## config.mk

```make
export PLATFORM = sky130hd
export DESIGN_NAME = uart_boot_loader
export DESIGN_NICKNAME = d
export VERILOG_FILES = /design/src/rtl/uart_boot_loader.sv
export SDC_FILE = /design/constraint.sdc
export NUM_CORES = 1
export LEC_CHECK = 0
export CELL_PAD_IN_SITES_DETAIL_PLACEMENT = 1
export CELL_PAD_IN_SITES_GLOBAL_PLACEMENT = 2
export CORE_UTILIZATION = 38
export DETAILED_ROUTE_END_ITERATION = 7
export PLACE_DENSITY = 0.79
export SLEW_MARGIN = 20
export SYNTH_ARGS = -nofsm -noshare
export SYNTH_HDL_FRONTEND = slang
export SYNTH_SLANG_ARGS = --single-unit
```

## constraint.sdc

```tcl
create_clock -name clock -period 2.75 [get_ports clock]
set_input_delay 0.55 -clock clock [delete_from_list [all_inputs] [get_ports clock]]
set_output_delay 0.55 -clock clock [all_outputs]
set_load 0.05 [all_outputs]
```

## src/rtl/uart_boot_loader.sv

```systemverilog
// UART boot loader: receives a framed program image over 8N1 serial, writes it
// into RAM at LOAD_BASE and releases the CPU from reset once the checksum matches.
module uart_boot_loader #(
    parameter int          CLKS_PER_BIT = 520,
    parameter logic [15:0] LOAD_BASE    = 16'hFF00,
    parameter logic [7:0]  MAGIC        = 8'hA5
) (
    input  logic        clock,
    input  logic        reset,
    input  logic        rx,
    output logic        cpu_reset,
    output logic [15:0] mem_address,
    output logic [7:0]  mem_data,
    output logic        mem_write_en,
    output logic        busy,
    output logic        error,
    output logic        loaded
);

    localparam int CNT_W = $clog2(CLKS_PER_BIT + 1);
    localparam logic [CNT_W-1:0] FULL_CNT = CNT_W'(CLKS_PER_BIT - 1);
    localparam logic [CNT_W-1:0] HALF_CNT = CNT_W'(CLKS_PER_BIT / 2 - 1);
    localparam logic [CNT_W-1:0] CNT_ONE  = CNT_W'(1);

    typedef enum logic [1:0] {RX_IDLE, RX_START, RX_DATA, RX_STOP} rx_state_t;
    typedef enum logic [2:0] {P_WAIT_MAGIC, P_GET_LEN, P_GET_DATA, P_GET_SUM, P_RUN} p_state_t;

    logic            rx_meta_reg, rx_sync_reg, rx_prev_reg;
    rx_state_t       rx_state_reg, rx_state_next;
    logic [CNT_W-1:0] cnt_reg, cnt_next;
    logic [2:0]      bit_reg, bit_next;
    logic [7:0]      shift_reg, shift_next;
    logic            byte_valid, frame_err;

    p_state_t        p_state_reg, p_state_next;
    logic [7:0]      len_reg, len_next;
    logic [7:0]      index_reg, index_next;
    logic [7:0]      sum_reg, sum_next;
    logic [15:0]     mem_address_reg, mem_address_next;
    logic [7:0]      mem_data_reg, mem_data_next;
    logic            mem_write_en_reg, mem_write_en_next;
    logic            error_reg, error_next;
    logic            cpu_reset_reg, cpu_reset_next;
    logic            loaded_reg, loaded_next;

    always_ff @(posedge clock or posedge reset) begin
        if (reset) begin
            rx_meta_reg      <= 1'b1;
            rx_sync_reg      <= 1'b1;
            rx_prev_reg      <= 1'b1;
            rx_state_reg     <= RX_IDLE;
            cnt_reg          <= '0;
            bit_reg          <= '0;
            shift_reg        <= '0;
            p_state_reg      <= P_WAIT_MAGIC;
            len_reg          <= '0;
            index_reg        <= '0;
            sum_reg          <= '0;
            mem_address_reg  <= LOAD_BASE;
            mem_data_reg     <= '0;
            mem_write_en_reg <= 1'b0;
            error_reg        <= 1'b0;
            cpu_reset_reg    <= 1'b1;
            loaded_reg       <= 1'b0;
        end else begin
            rx_meta_reg      <= rx;
            rx_sync_reg      <= rx_meta_reg;
            rx_prev_reg      <= rx_sync_reg;
            rx_state_reg     <= rx_state_next;
            cnt_reg          <= cnt_next;
            bit_reg          <= bit_next;
            shift_reg        <= shift_next;
            p_state_reg      <= p_state_next;
            len_reg          <= len_next;
            index_reg        <= index_next;
            sum_reg          <= sum_next;
            mem_address_reg  <= mem_address_next;
            mem_data_reg     <= mem_data_next;
            mem_write_en_reg <= mem_write_en_next;
            error_reg        <= error_next;
            cpu_reset_reg    <= cpu_reset_next;
            loaded_reg       <= loaded_next;
        end
    end

    // Serial receiver; byte_valid / frame_err are single-cycle pulses at the stop-bit sample.
    always_comb begin
        rx_state_next = rx_state_reg;
        cnt_next      = cnt_reg;
        bit_next      = bit_reg;
        shift_next    = shift_reg;
        byte_valid    = 1'b0;
        frame_err     = 1'b0;
        case (rx_state_reg)
            RX_IDLE: begin
                if (rx_prev_reg && !rx_sync_reg) begin
                    rx_state_next = RX_START;
                    cnt_next      = '0;
                end
            end
            RX_START: begin
                if (cnt_reg == HALF_CNT) begin
                    cnt_next      = '0;
                    bit_next      = '0;
                    rx_state_next = rx_sync_reg ? RX_IDLE : RX_DATA;
                end else begin
                    cnt_next = cnt_reg + CNT_ONE;
                end
            end
            RX_DATA: begin
                if (cnt_reg == FULL_CNT) begin
                    cnt_next   = '0;
                    shift_next = {rx_sync_reg, shift_reg[7:1]};
                    if (bit_reg == 3'd7) begin
                        rx_state_next = RX_STOP;
                    end else begin
                        bit_next = bit_reg + 3'd1;
                    end
                end else begin
                    cnt_next = cnt_reg + CNT_ONE;
                end
            end
            RX_STOP: begin
                if (cnt_reg == FULL_CNT) begin
                    cnt_next      = '0;
                    rx_state_next = RX_IDLE;
                    byte_valid    = rx_sync_reg;
                    frame_err     = !rx_sync_reg;
                end else begin
                    cnt_next = cnt_reg + CNT_ONE;
                end
            end
            default: rx_state_next = RX_IDLE;
        endcase
    end

    // Frame protocol; once in RUN nothing on the serial line has any effect.
    always_comb begin
        p_state_next      = p_state_reg;
        len_next          = len_reg;
        index_next        = index_reg;
        sum_next          = sum_reg;
        mem_address_next  = mem_address_reg;
        mem_data_next     = mem_data_reg;
        mem_write_en_next = 1'b0;
        error_next        = error_reg;
        cpu_reset_next    = cpu_reset_reg;
        loaded_next       = loaded_reg;
        if (p_state_reg == P_RUN) begin
            cpu_reset_next = 1'b0;
            loaded_next    = 1'b1;
        end else if (frame_err) begin
            error_next   = 1'b1;
            p_state_next = P_WAIT_MAGIC;
        end else if (byte_valid) begin
            case (p_state_reg)
                P_WAIT_MAGIC: begin
                    if (shift_reg == MAGIC) begin
                        p_state_next = P_GET_LEN;
                        error_next   = 1'b0;
                        sum_next     = '0;
                        index_next   = '0;
                    end
                end
                P_GET_LEN: begin
                    len_next     = shift_reg;
                    p_state_next = P_GET_DATA;
                end
                P_GET_DATA: begin
                    mem_data_next     = shift_reg;
                    mem_address_next  = LOAD_BASE + {8'h00, index_reg};
                    mem_write_en_next = 1'b1;
                    sum_next          = sum_reg + shift_reg;
                    index_next        = index_reg + 8'd1;
                    // A length of 0 wraps to 255 here, giving a 256-byte image.
                    if (index_reg == len_reg - 8'd1) begin
                        p_state_next = P_GET_SUM;
                    end
                end
                P_GET_SUM: begin
                    if (shift_reg == sum_reg) begin
                        p_state_next = P_RUN;
                    end else begin
                        error_next   = 1'b1;
                        p_state_next = P_WAIT_MAGIC;
                    end
                end
                default: p_state_next = P_WAIT_MAGIC;
            endcase
        end
    end

    assign busy         = (p_state_reg == P_GET_LEN) || (p_state_reg == P_GET_DATA) ||
                          (p_state_reg == P_GET_SUM);
    assign cpu_reset    = cpu_reset_reg;
    assign mem_address  = mem_address_reg;
    assign mem_data     = mem_data_reg;
    assign mem_write_en = mem_write_en_reg;
    assign error        = error_reg;
    assign loaded       = loaded_reg;

endmodule

```

# [Word-level counts from Yosys, hierarchy flattened]
# Cells that the tools add are included.
[op_classes] n_reduce_logical=19 bitwise_logic=2 add_sub_neg=6 mux=37 n_eq_ne=23
[ops] op="8-bit case mux with 2 select lines" count=2
[ops] op="10-bit 2-to-1 mux" count=3
[ops] op="10-bit case mux with 3 select lines" count=1
[ops] op="3-bit 2-to-1 mux" count=8
[ops] op="8-bit == test" count=2
[ops] op="4-bit AND reduction" count=4
[ops] op="5-bit AND reduction" count=3
[ops] op="2-bit != test, second input constant" count=7
[ops] op="1-bit 2-to-1 mux" count=12
[ops] op="2-bit 2-to-1 mux" count=6
[ops] op="3-bit case mux with 4 select lines" count=1
[ops] op="10-bit by 1-bit adder with 10-bit output, second input constant" count=1
[ops] op="9-bit by 9-bit adder with 10-bit output, first input constant" count=1
[ops] op="10-bit == test, second input constant" count=1
[ops] op="10-bit by 9-bit == test with 1-bit output, second input constant" count=1
[ops] op="3-bit != test, second input constant" count=3
[ops] op="8-bit by 1-bit adder with 8-bit output, second input constant" count=1
[ops] op="8-bit adder" count=1
[ops] op="8-bit == test, second input constant" count=1
[ops] op="8-bit 2-to-1 mux" count=1
[ops] op="2-bit case mux with 4 select lines" count=1
[ops] op="8-bit by 1-bit subtractor with 8-bit output, second input constant" count=1
[ops] op="3-bit by 2-bit == test with 1-bit output, second input constant" count=2
[ops] op="3-bit == test, second input constant" count=2
[ops] op="16 further kinds" count=21
[word_totals] output_inout_bits=29 elab_cells=104 input_bits=3 regBits=81

# [Longest topological paths before layout]
[logic_depth] word_depth=6 depth_mapped=7 mapped_depth_nobuf=7

# [Worst setup path after synthesis]
# OpenSTA, ideal clock, no wires.
[synth_path] kind="flip-flop to flip-flop" start="register cnt_reg[0]" end="register len_reg[0]" setup_time_ns=0.125 arrival_time_ns=2.345 n_path_buf=1 stages_incl_launch_ff=8 setup_slack_ns=0.280 synth_period_minus_slack_ns=2.470 required_ns=2.625 cell_sequence="dfrtp_1 ha_1 or4b_4 nor3_4 nand2_2 or4_1 buf_6 mux2_4"
[synth_between] elab_chain_len=5 word_cells_on_any_way=7 cone_classes="eq/ne: 1; mux: 4; bitwise: 1; reduce/logical: 1"
[synth_lines] item="from (decl)" line_no="30" source="logic [CNT_W-1:0] cnt_reg, cnt_next;"
[synth_lines] item="from (signal assigned)" line_no="70" source="cnt_reg <= cnt_next;"
[synth_lines] item="10-bit == test (*)" line_no="124" source="if (cnt_reg == FULL_CNT) begin"
[synth_lines] item="1-bit 2-to-1 mux" line_no="124"
[synth_lines] item="1-bit 2-to-1 mux" line_no="94" source="case (rx_state_reg)"
[synth_lines] item="1-bit inverter (no line)"
[synth_lines] item="4-bit AND reduction (no line) (*)"
[synth_lines] item="to (signal assigned)" line_no="74" source="len_reg <= len_next;"
[synth_lines] item="to (decl)" line_no="36" source="logic [7:0] len_reg, len_next;"
# Every way passes the cells marked *; elsewhere a longest branch is shown, timed or not.
# A chain may end at the register's enable or synchronous reset.

# [Worst setup path after layout]
[layout_path] start="register cnt_reg[0]" end="register len_reg[2]"
# Same word-level chain as after synthesis.

==> summary.txt <==
Post-layout minimum cycle time: 2.57 ns
Synth Area in Compound Gates: 0.136
DRT met1 WL: 4450 um
Max cap viols: 0
Post-synth ARST share: 1.00
Drt first-iter violations: 59
Vias in the first global route: 3121
Post-synth EDFFs: 0
DR WL/cell: 16.8 um
CP endpoint kind: register
Root Buffer: clkbuf_8
Num CTS Buffers: 9
P per Cell Area: 487 mW/mm^2
Distinct cells, synth: 58
Worst Clk Skew: 0.0113 ns
Worst flop-to-flop path endpoint: len_reg[2]$_DFFE_PP0P_
Die Ht: 104 um
First drt pass iteration count: 4
Synth top area share: 0.440
Nets@finish: 419
Post-DP HPWL: 6520 um
Area Growth Syn to Fin: 16.4%
H-tree Lvls: 3
Final core utilization: 0.461
Startpoint Class: register
Die ar.: 0.0107 mm^2
Core Rows: 36
# setup viols final: 0
IO Port Bufs: 23
Syn Area/Cell: 10.8 um^2
Post-Synth Simple-Gate Area: 0.165
GP Congestion: 0.751
Fin. Hold Viols: 0
Fmax: 389 MHz
Top cells by area, synth: dfrtp_1, mux2_2, ha_1
Clock transition at path regs: 0.08 ns
Worst hold path type: reg2reg
Grt total ovfl: 0
GRT Total Usage: 0.186
Top Metal Used: met4
Longest Clk Path Bufs: 2
Peak supply drop: 0.000321 V
Antenna Cells: 0
Detailed-route DRC error count: 0
Seq/Total Area, Yosys: 0.467
Routed wl met2: 4270 um
Xor/xnor share of the synthesized area: 0.0379
CTS Sinks: 73
RSZ-0062 raised after global routing: false
Leak: 2.13 nW
Antenna violations before repair: 0
Die width: 104 um
Worst r2r src: cnt_reg[0]$_DFFE_PP0P_
Global-route wire length before repair: 15700 um
Transition time of the tightest slew-check pin: 0.545 ns
Clk Latency, worst-skew pair: 0.36 ns
Critical path type: reg2reg
R2R cell count: 6
Primary FF master, synth: dfrtp_1
Largest net degree at the start of global routing: 28
YS warnings: 0
Worst setup path start: cnt_reg[0]$_DFFE_PP0P_
Critical path destination: len_reg[2]$_DFFE_PP0P_
Core Region: 0.00991 mm^2
CTS tree: yes
Status: complete, no violations
Max_slew headroom: 0.637
Slew Viols, Final: 0
Area leader, netlist: dfrtp_1
R2R Setup Slk: 0.18 ns
Period utilization: 0.934
Largest family of logic cells by synthesized area: simple AND/OR/NAND/NOR gates
Hold slack: 0.364 ns
Req. time, crit path: 3.00 ns
DR vias/cell: 5.32
Arrival time at the worst endpoint: 2.81 ns
DR WL met3: 212 um
Vias: 2876
Effective utilization at floorplan: 0.396
Number of primary I/O pins: 32
Max reg flops: 10
Adder-Cell Fraction of Synth Area: 0.0434
Crit path max fanout: 9
Flops & latches, synth: 73
Share of layout cells above drive strength 1: 0.201
Post-synthesis cell count: 364
Routed Antenna Nets: 0
Mapped Area: 0.00393 mm^2
Final wirelength: 9070 um
Post-synthesis mux area share: 0.110
[placed cells by master (no fill, tap or decap), types with 10 or more instances in the layout]
cell and instances:
nor2_1 17, nand2_1 24, buf_4 18, o21ai_0 26
nand3_1 10, mux2_2 26, clkdlybuf4s50_1 23, dfrtp_1 69
ha_1 12, o31ai_1 10, nand2b_1 10
[area by class of cell]
cell class | instances | area (um^2)
Fill cell | 1141 | 5340
Multi-Input combinational cell | 266 | 1970
Sequential cell | 73 | 1830
Clock buffer | 9 | 124
Clock inverter | 7 | 53.8
Inverter | 11 | 41.3
Timing Repair Buffer | 42 | 385
Tap cell | 133 | 166
[kinds of logic after synthesis]
logic type	Yosys count
other	1
multiplexers	36
XOR/XNOR	17
flip-flops	73
adder cells (fa/ha/maj)	13
AND/OR/NAND/NOR	112
AO/OA/AOI/OAI	80
buffers and inverters	32
[where the power goes]
part / switching [W] / internal (W)
clock network: 0.000440 / 0.000333
logic: 0.000154 / 0.000113
registers: 0.0000652 / 0.00112
total: 0.000659 / 0.00157
[stage by stage]
stage	total power [W]	setup TNS [ns]	area (um^2)	setup WS (ns)	instances
after CTS	0.00226	0	4570	0.156	541
after detailed placement	0.00148	-0.199	4390	-0.0330	525
after global placement	0.00146	0	4390	0.0884	525
after floorplan	0.00141	0	3950	0.280	371
after global routing	0.00234	0	4570	0.0636	541
final	0.00222	0	4570	0.182	541
[critical path, stage by stage (launching register included)]
cell,delay (ns)
dfrtp_1,0.40
ha_1,0.24
or4b_4,0.53
nor3_4,0.21
nand2_2,0.13
or4_4,0.62
mux2_4,0.33
[metal layers]
layer,up-vias,global-route usage
met2,31,0.294
li1,1390,-
met5,-,0
met1,1443,0.251
met3,12,0.0365
met4,0,0.0694
[synth_stat cells, drive strengths merged (4+ instances only)]
| master | n |
|---|---|
| a21oi | 7 |
| buf | 9 |
| xnor2 | 9 |
| o21bai | 5 |
| a21o | 6 |
| mux2 | 34 |
| nor3b | 5 |
| o21ai | 26 |
| dfrtp | 69 |
| nand3 | 11 |
| ha | 12 |
| nor2b | 4 |
| xor2 | 8 |
| nand3b | 5 |
| o31ai | 10 |
| nor3 | 9 |
| clkbuf | 12 |
| dfstp | 4 |
| nand2b | 10 |
| nor2 | 17 |
| and3 | 9 |
| inv | 10 |
| nand2 | 25 |
[how the worst min path moves through the flow]
stage / startpoint / to / slack, ns / depth (start not counted)
floorplan: rx_meta_reg$_DFF_PP1_ / rx_sync_reg$_DFF_PP1_ / 0.35 / 0
global placement: rx_meta_reg$_DFF_PP1_ / rx_sync_reg$_DFF_PP1_ / 0.35 / 0
detailed placement: rx_meta_reg$_DFF_PP1_ / rx_sync_reg$_DFF_PP1_ / 0.35 / 0
CTS: rx_meta_reg$_DFF_PP1_ / rx_sync_reg$_DFF_PP1_ / 0.36 / 0
global route: rx_meta_reg$_DFF_PP1_ / rx_sync_reg$_DFF_PP1_ / 0.37 / 0
finish: rx_meta_reg$_DFF_PP1_ / rx_sync_reg$_DFF_PP1_ / 0.36 / 0
[repair_timing]
action | in CTS | in global routing
endpoints found under the setup margin | 8 | 0
hold buffers | 0 | 0
gates resized for setup | 1 | 0
buffers inserted | 0 | 0
Power figures use the tool's default switching activity.
==> RTL change 1 (config.mk and constraints unchanged) <==
Put one more register stage on the output `mem_address`, cleared by the reset. The value now appears one clock later. The other outputs are not delayed to match.
--- a/src/rtl/uart_boot_loader.sv
+++ b/src/rtl/uart_boot_loader.sv
@@ -194,5 +194,11 @@
                           (p_state_reg == P_GET_SUM);
     assign cpu_reset    = cpu_reset_reg;
-    assign mem_address  = mem_address_reg;
+    always_ff @(posedge clock or posedge reset) begin
+        if (reset) begin
+            mem_address <= '0;
+        end else begin
+            mem_address <= mem_address_reg;
+        end
+    end
     assign mem_data     = mem_data_reg;
     assign mem_write_en = mem_write_en_reg;
Formal check against the unedited RTL: not equivalent (a bounded check fails within 4 cycles, from zero or initial values and one cycle with reset high).
==> RTL change 1 against the original RTL <==
  * Cell count is 5.7% higher
  * Utilization is 0.33 points higher
  * Wire length is 0.87% higher
  * Power is 15% higher
  * Clock skew is 0.0013 ns higher
  * Synthesized area is 4.4% higher
  * Sequential cell count is 9 higher
  * Cell area is 5.4% higher
  * Setup slack better by 0.11 ns
  * Highest routed layer unchanged
==> RTL change 1: results (changes against the original RTL) <==
[drt]
drt_iter0_markers=89  ; +51%
antenna_left=0  ; unchanged
avgRoutedWirePerCell_um=16.0  ; -4.6%
first_pass_iters=4  ; unchanged
post_drt_via_cell_ratio=5.21  ; -1.9%

[worst_hold_path]
hold_path_class=reg2reg

[critical_path]
reg2regPathDepth=5  ; -1
endpoint=index_reg[6]$_DFFE_PP0P_
reg2reg_slack_ns=0.30  ; +0.11 ns
crit_arrival_ns=2.76  ; -0.05 ns
critPathMaxFanout=13  ; +4
startpoint=cnt_reg[5]$_DFFE_PP0P_

[synthesis]
yosys_warnings=0  ; unchanged
ys_async_sr_fraction_pct=100  ; unchanged
synth_fp_nets=411
ys_top_cells_by_count=78 x dfrtp_1, 72 x nand2_1, 29 x o21ai_0
yosys-top-cells-area=dfrtp_1 48%, nand2_1 6.6%, mux2_2 4.4%
yosysSeqAreaShare_pct=50.2  ; +3.5 points
synth.distinct_cells=60  ; +3.4%

[sta]
fin_skew_ns=0.0126  ; +0.00133 ns
maxSlewHeadroom_pct=60.8  ; -2.8 points
setup_viol=0  ; unchanged

[power]
total_leakage_power_nw=2.27  ; +6.9%
p_switching_uw=688  ; +4.5%
ir_drop_v=0.000292  ; -9.0%

[global_routing]
met2_usage_pct=29.6  ; +0.21 points
grtUsageMet3_pct=2.72  ; -0.93 points
antenna_found_initial=0  ; unchanged
use_met1_pct=23.9  ; -1.2 points
grt_pass1_wl_um=15900  ; +1.1%
grtUsageTotal_pct=18.3  ; -0.30 points
grt_pass1_vias=3122  ; +0.032%
grt_max_degree=83  ; +200%

[final_layout]
n_fill_cell=1158  ; +1.5%
largest_reg_flops=17  ; +7
nets=447  ; +6.7%
antenna_cells=0  ; unchanged
drive_gt1_share_pct=14.7  ; -5.4 points

[clock_network]
numCtsBuffers=9  ; unchanged
htreeDepth=3  ; unchanged
cts_root_buf=clkbuf_8
cts.repair.resized=0  ; -1
cts_post_setup_buffers_inserted=0  ; unchanged
clk_pin_slew_worst_paths_ns=0.10  ; +0.02 ns
clock_latency_ns=0.36  ; about the same
clock_path_buffers=2  ; unchanged

[place]
io_buffers=31  ; +35%
place.gp.congestion=0.765  ; +1.8%
hpwl_um=6460  ; -0.93%

[outcome]
outcome=complete, no violations

[RTL change 1: per-layer routing]
metal  up-vias  part of all wire (%)
met5         -                     0
met3        16                   2.2
met2        38                    48
li1       1452                     -
met1      1476                    47
met4         0                   2.7
[RTL change 1: cell families after synthesis]
logic type,count (synthesis),synth area share [%]
xor gates and xnor gates,15,3.21
muxes,19,5.13
other,1,0.0915
AOI/OAI and AO/OA,80,13.5
buffers and inverters,34,4.06
and+or+nand+nor,151,19.6
DFF,82,50.2
adders and majority gates,13,4.15
[RTL change 1: critical path: stages, from the launching register on]
cell	delay (ns)
dfrtp_1	0.44
or4_4	0.61
nor4_4	0.35
nand4b_2	0.37
o41ai_1	0.46
a22o_1	0.17
[RTL change 1: stage by stage]
stage | utilization [%] | area, um2 | hold slack, ns | std cells | setup slack (ns)
after floorplan | - | 4100 | 0.345 | 395 | 0.0982
after global placement | 44.3 | 4590 | 0.346 | 556 | 0.345
after detailed placement | 44.3 | 4590 | 0.350 | 556 | 0.278
after CTS | 46.4 | 4810 | 0.363 | 572 | 0.259
after global routing | 46.4 | 4810 | 0.363 | 572 | 0.138
final | 46.4 | 4810 | 0.360 | 572 | 0.295
[RTL change 1: worst min-delay path by stage]
stage	startpoint	end	slack (ns)	cells after the start
global route	rx_meta_reg$_DFF_PP1_	rx_sync_reg$_DFF_PP1_	0.36	0
floorplan	rx_meta_reg$_DFF_PP1_	rx_sync_reg$_DFF_PP1_	0.35	0
detailed placement	rx_meta_reg$_DFF_PP1_	rx_sync_reg$_DFF_PP1_	0.35	0
CTS	rx_meta_reg$_DFF_PP1_	rx_sync_reg$_DFF_PP1_	0.36	0
finish	rx_meta_reg$_DFF_PP1_	rx_sync_reg$_DFF_PP1_	0.36	0
global placement	rx_meta_reg$_DFF_PP1_	rx_sync_reg$_DFF_PP1_	0.35	0
[RTL change 1: area by class of cell]
cell class / instances / area (um2) / area share, %
multi-input cells: 279 / 1870 / 38.9
clock inverters: 7 / 101 / 2.10
repair buffers: 47 / 443 / 9.20
inverters: 12 / 46.3 / 0.962
well taps: 136 / 170 / 3.53
clock buffers: 9 / 124 / 2.57
flip-flops and latches: 82 / 2060 / 42.7
[RTL change 1: power groups by stage]
stage / sequential, mW / clock [mW] / combinational (mW)
global route: 1.32 / 1.08 / 0.279
global placement: 1.34 / 0 / 0.243
finish: 1.31 / 0.997 / 0.248
CTS: 1.32 / 1.03 / 0.256
floorplan: 1.31 / 0 / 0.215
detailed placement: 1.34 / 0 / 0.255
==> RTL change 2 (same settings) <==
Made on the original files. The parameter `CLKS_PER_BIT` goes from 520 to 1040.
--- a/src/rtl/uart_boot_loader.sv
+++ b/src/rtl/uart_boot_loader.sv
@@ -2,5 +2,5 @@
 // into RAM at LOAD_BASE and releases the CPU from reset once the checksum matches.
 module uart_boot_loader #(
-    parameter int          CLKS_PER_BIT = 520,
+    parameter int          CLKS_PER_BIT = 1040,
     parameter logic [15:0] LOAD_BASE    = 16'hFF00,
     parameter logic [7:0]  MAGIC        = 8'hA5
Function: no difference found for any inputs over 10 cycles, from zero or initial values and one cycle with reset high; that may be too few to reach the edited logic, so the function may still have changed.
==> RTL change 2 against the original RTL <==
  * Power increased by 3.9%
  * Maximum frequency decreased by 1.9%
  * Synthesized cell count increased by 10%
  * Clock power increased by 20%
  * Critical endpoint is now p_state_reg[2]$_DFFE_PP0P_
  * Synthesized area decreased by 1.2%
  * Sequential cell count increased by 1
  * Clock skew about the same
  * Cell area decreased by 1.7%
  * Non-clock buffer count decreased by 6
  * Count of clock-buffer cells in the layout increased by 2
  * Wire length decreased by 0.54%
  * Setup slack got worse by 0.049 ns
  * Global-route usage increased by 0.61 points
==> RTL change 2: results (changes against the original RTL) <==
[final_layout]
nets=447  ; +6.7%
multi_input_area_um2=1870  ; -5.0%
clk_share_pct=4.68  ; +0.79 points
areaGrowthSynthToFinish_pct=15.8
largest_reg_flops=11  ; +1
num-multi-input-gates=297  ; +12%
nClkBuffers=11  ; +2
seq_share_pct=41.3  ; +1.2 points
nFlopsAndLatches=74  ; +1.4%
nNonClkInverters=13  ; +2
n_fill_cell=1159  ; +1.6%

[outcome]
outcome=complete, no violations

[synthesis]
synthCells=402  ; +10%
synthXorXnorAreaFrac_pct=4.29  ; +0.50 points
synth.distinct_cells=57  ; -1.7%
yosysSeqAreaShare_pct=47.9  ; +1.2 points
synth_fa_ha_area_share_pct=4.39  ; +0.052 points
yosys-top-cells-area=dfrtp_1 45%, nand2_1 7.5%, mux2_2 4.4%
ys_top_cells_by_count=77 x nand2_1, 70 x dfrtp_1, 32 x o21ai_0
synth_compound_area_share_pct=10.8  ; -2.8 points
synth_mux_area_share_pct=6.23  ; -4.8 points

[drt]
vias=2970  ; +3.3%
drt_iter0_markers=77  ; +31%
wirelength_um=9030  ; -0.54%
post_drt_via_cell_ratio=5.22  ; -1.8%

[sta]
hold_ws_ns=0.359  ; -0.00478 ns
fin_skew_ns=0.0114  ; +0.0000937 ns
tightest_slew_ns=0.554  ; +0.00876 ns

[critical_path]
crit_arrival_ns=2.85  ; +0.04 ns
endpoint=p_state_reg[2]$_DFFE_PP0P_
r2r_start=cnt_reg[5]$_DFFE_PP0P_
slowest_stage=or4_4
reg2reg_slack_ns=0.13  ; -0.05 ns
slowest_delay_ns=0.57  ; -0.05 ns
critPathMaxFanout=8  ; -1

[global_routing]
grt_pass1_vias=3052  ; -2.2%
grtUsageTotal_pct=19.2  ; +0.61 points
antenna_found_initial=0  ; unchanged
grt_pass1_wl_um=15200  ; -3.2%
grt_max_degree=75  ; +170%

[worst_hold_path]
hold-path-endpoint=rx_sync_reg$_DFF_PP1_

[place]
postPlaceCellArea_um2=4270  ; -2.6%
dp_cells=553  ; +5.3%
place_ws_ns=-0.00309  ; +0.0299 ns
place.gp.congestion=0.768  ; +2.2%

[power]
ir_drop_v=0.000423  ; +32%
total_leakage_power_nw=2.14  ; +0.58%

[RTL change 2: cell count changes in the layout (fill, tap and decap cells not counted), moves of 4 or more]
cell / delta
nand2_1: +53
mux2_2: -11
mux2_4: -8
buf_4: -6
o21ai_0: +6
a21o_1: -5
nand3b_1: -5
o21bai_1: -4
xnor2_1: +4
[RTL change 2: where the power goes]
part	internal [mW]	total (mW)	switching [mW]
sequential	1.12	1.16	0.0443
clock	0.511	0.930	0.420
combinational	0.0748	0.217	0.143
[RTL change 2: routing by layer]
layer | up-vias | GRT usage [%] | share of wire [%]
met5 | - | 0 | 0
met3 | 9 | 4.27 | 2.5
met2 | 38 | 32.7 | 49
li1 | 1431 | - | -
met1 | 1492 | 24.4 | 47
met4 | 0 | 5.53 | 1.2
[RTL change 2: cell families after synthesis]
family,after synthesis
buffers and inverters,38
xor gates and xnor gates,19
AOI/OAI and AO/OA,68
and+or+nand+nor,167
other,1
muxes,22
adders and majority gates,13
DFF,74
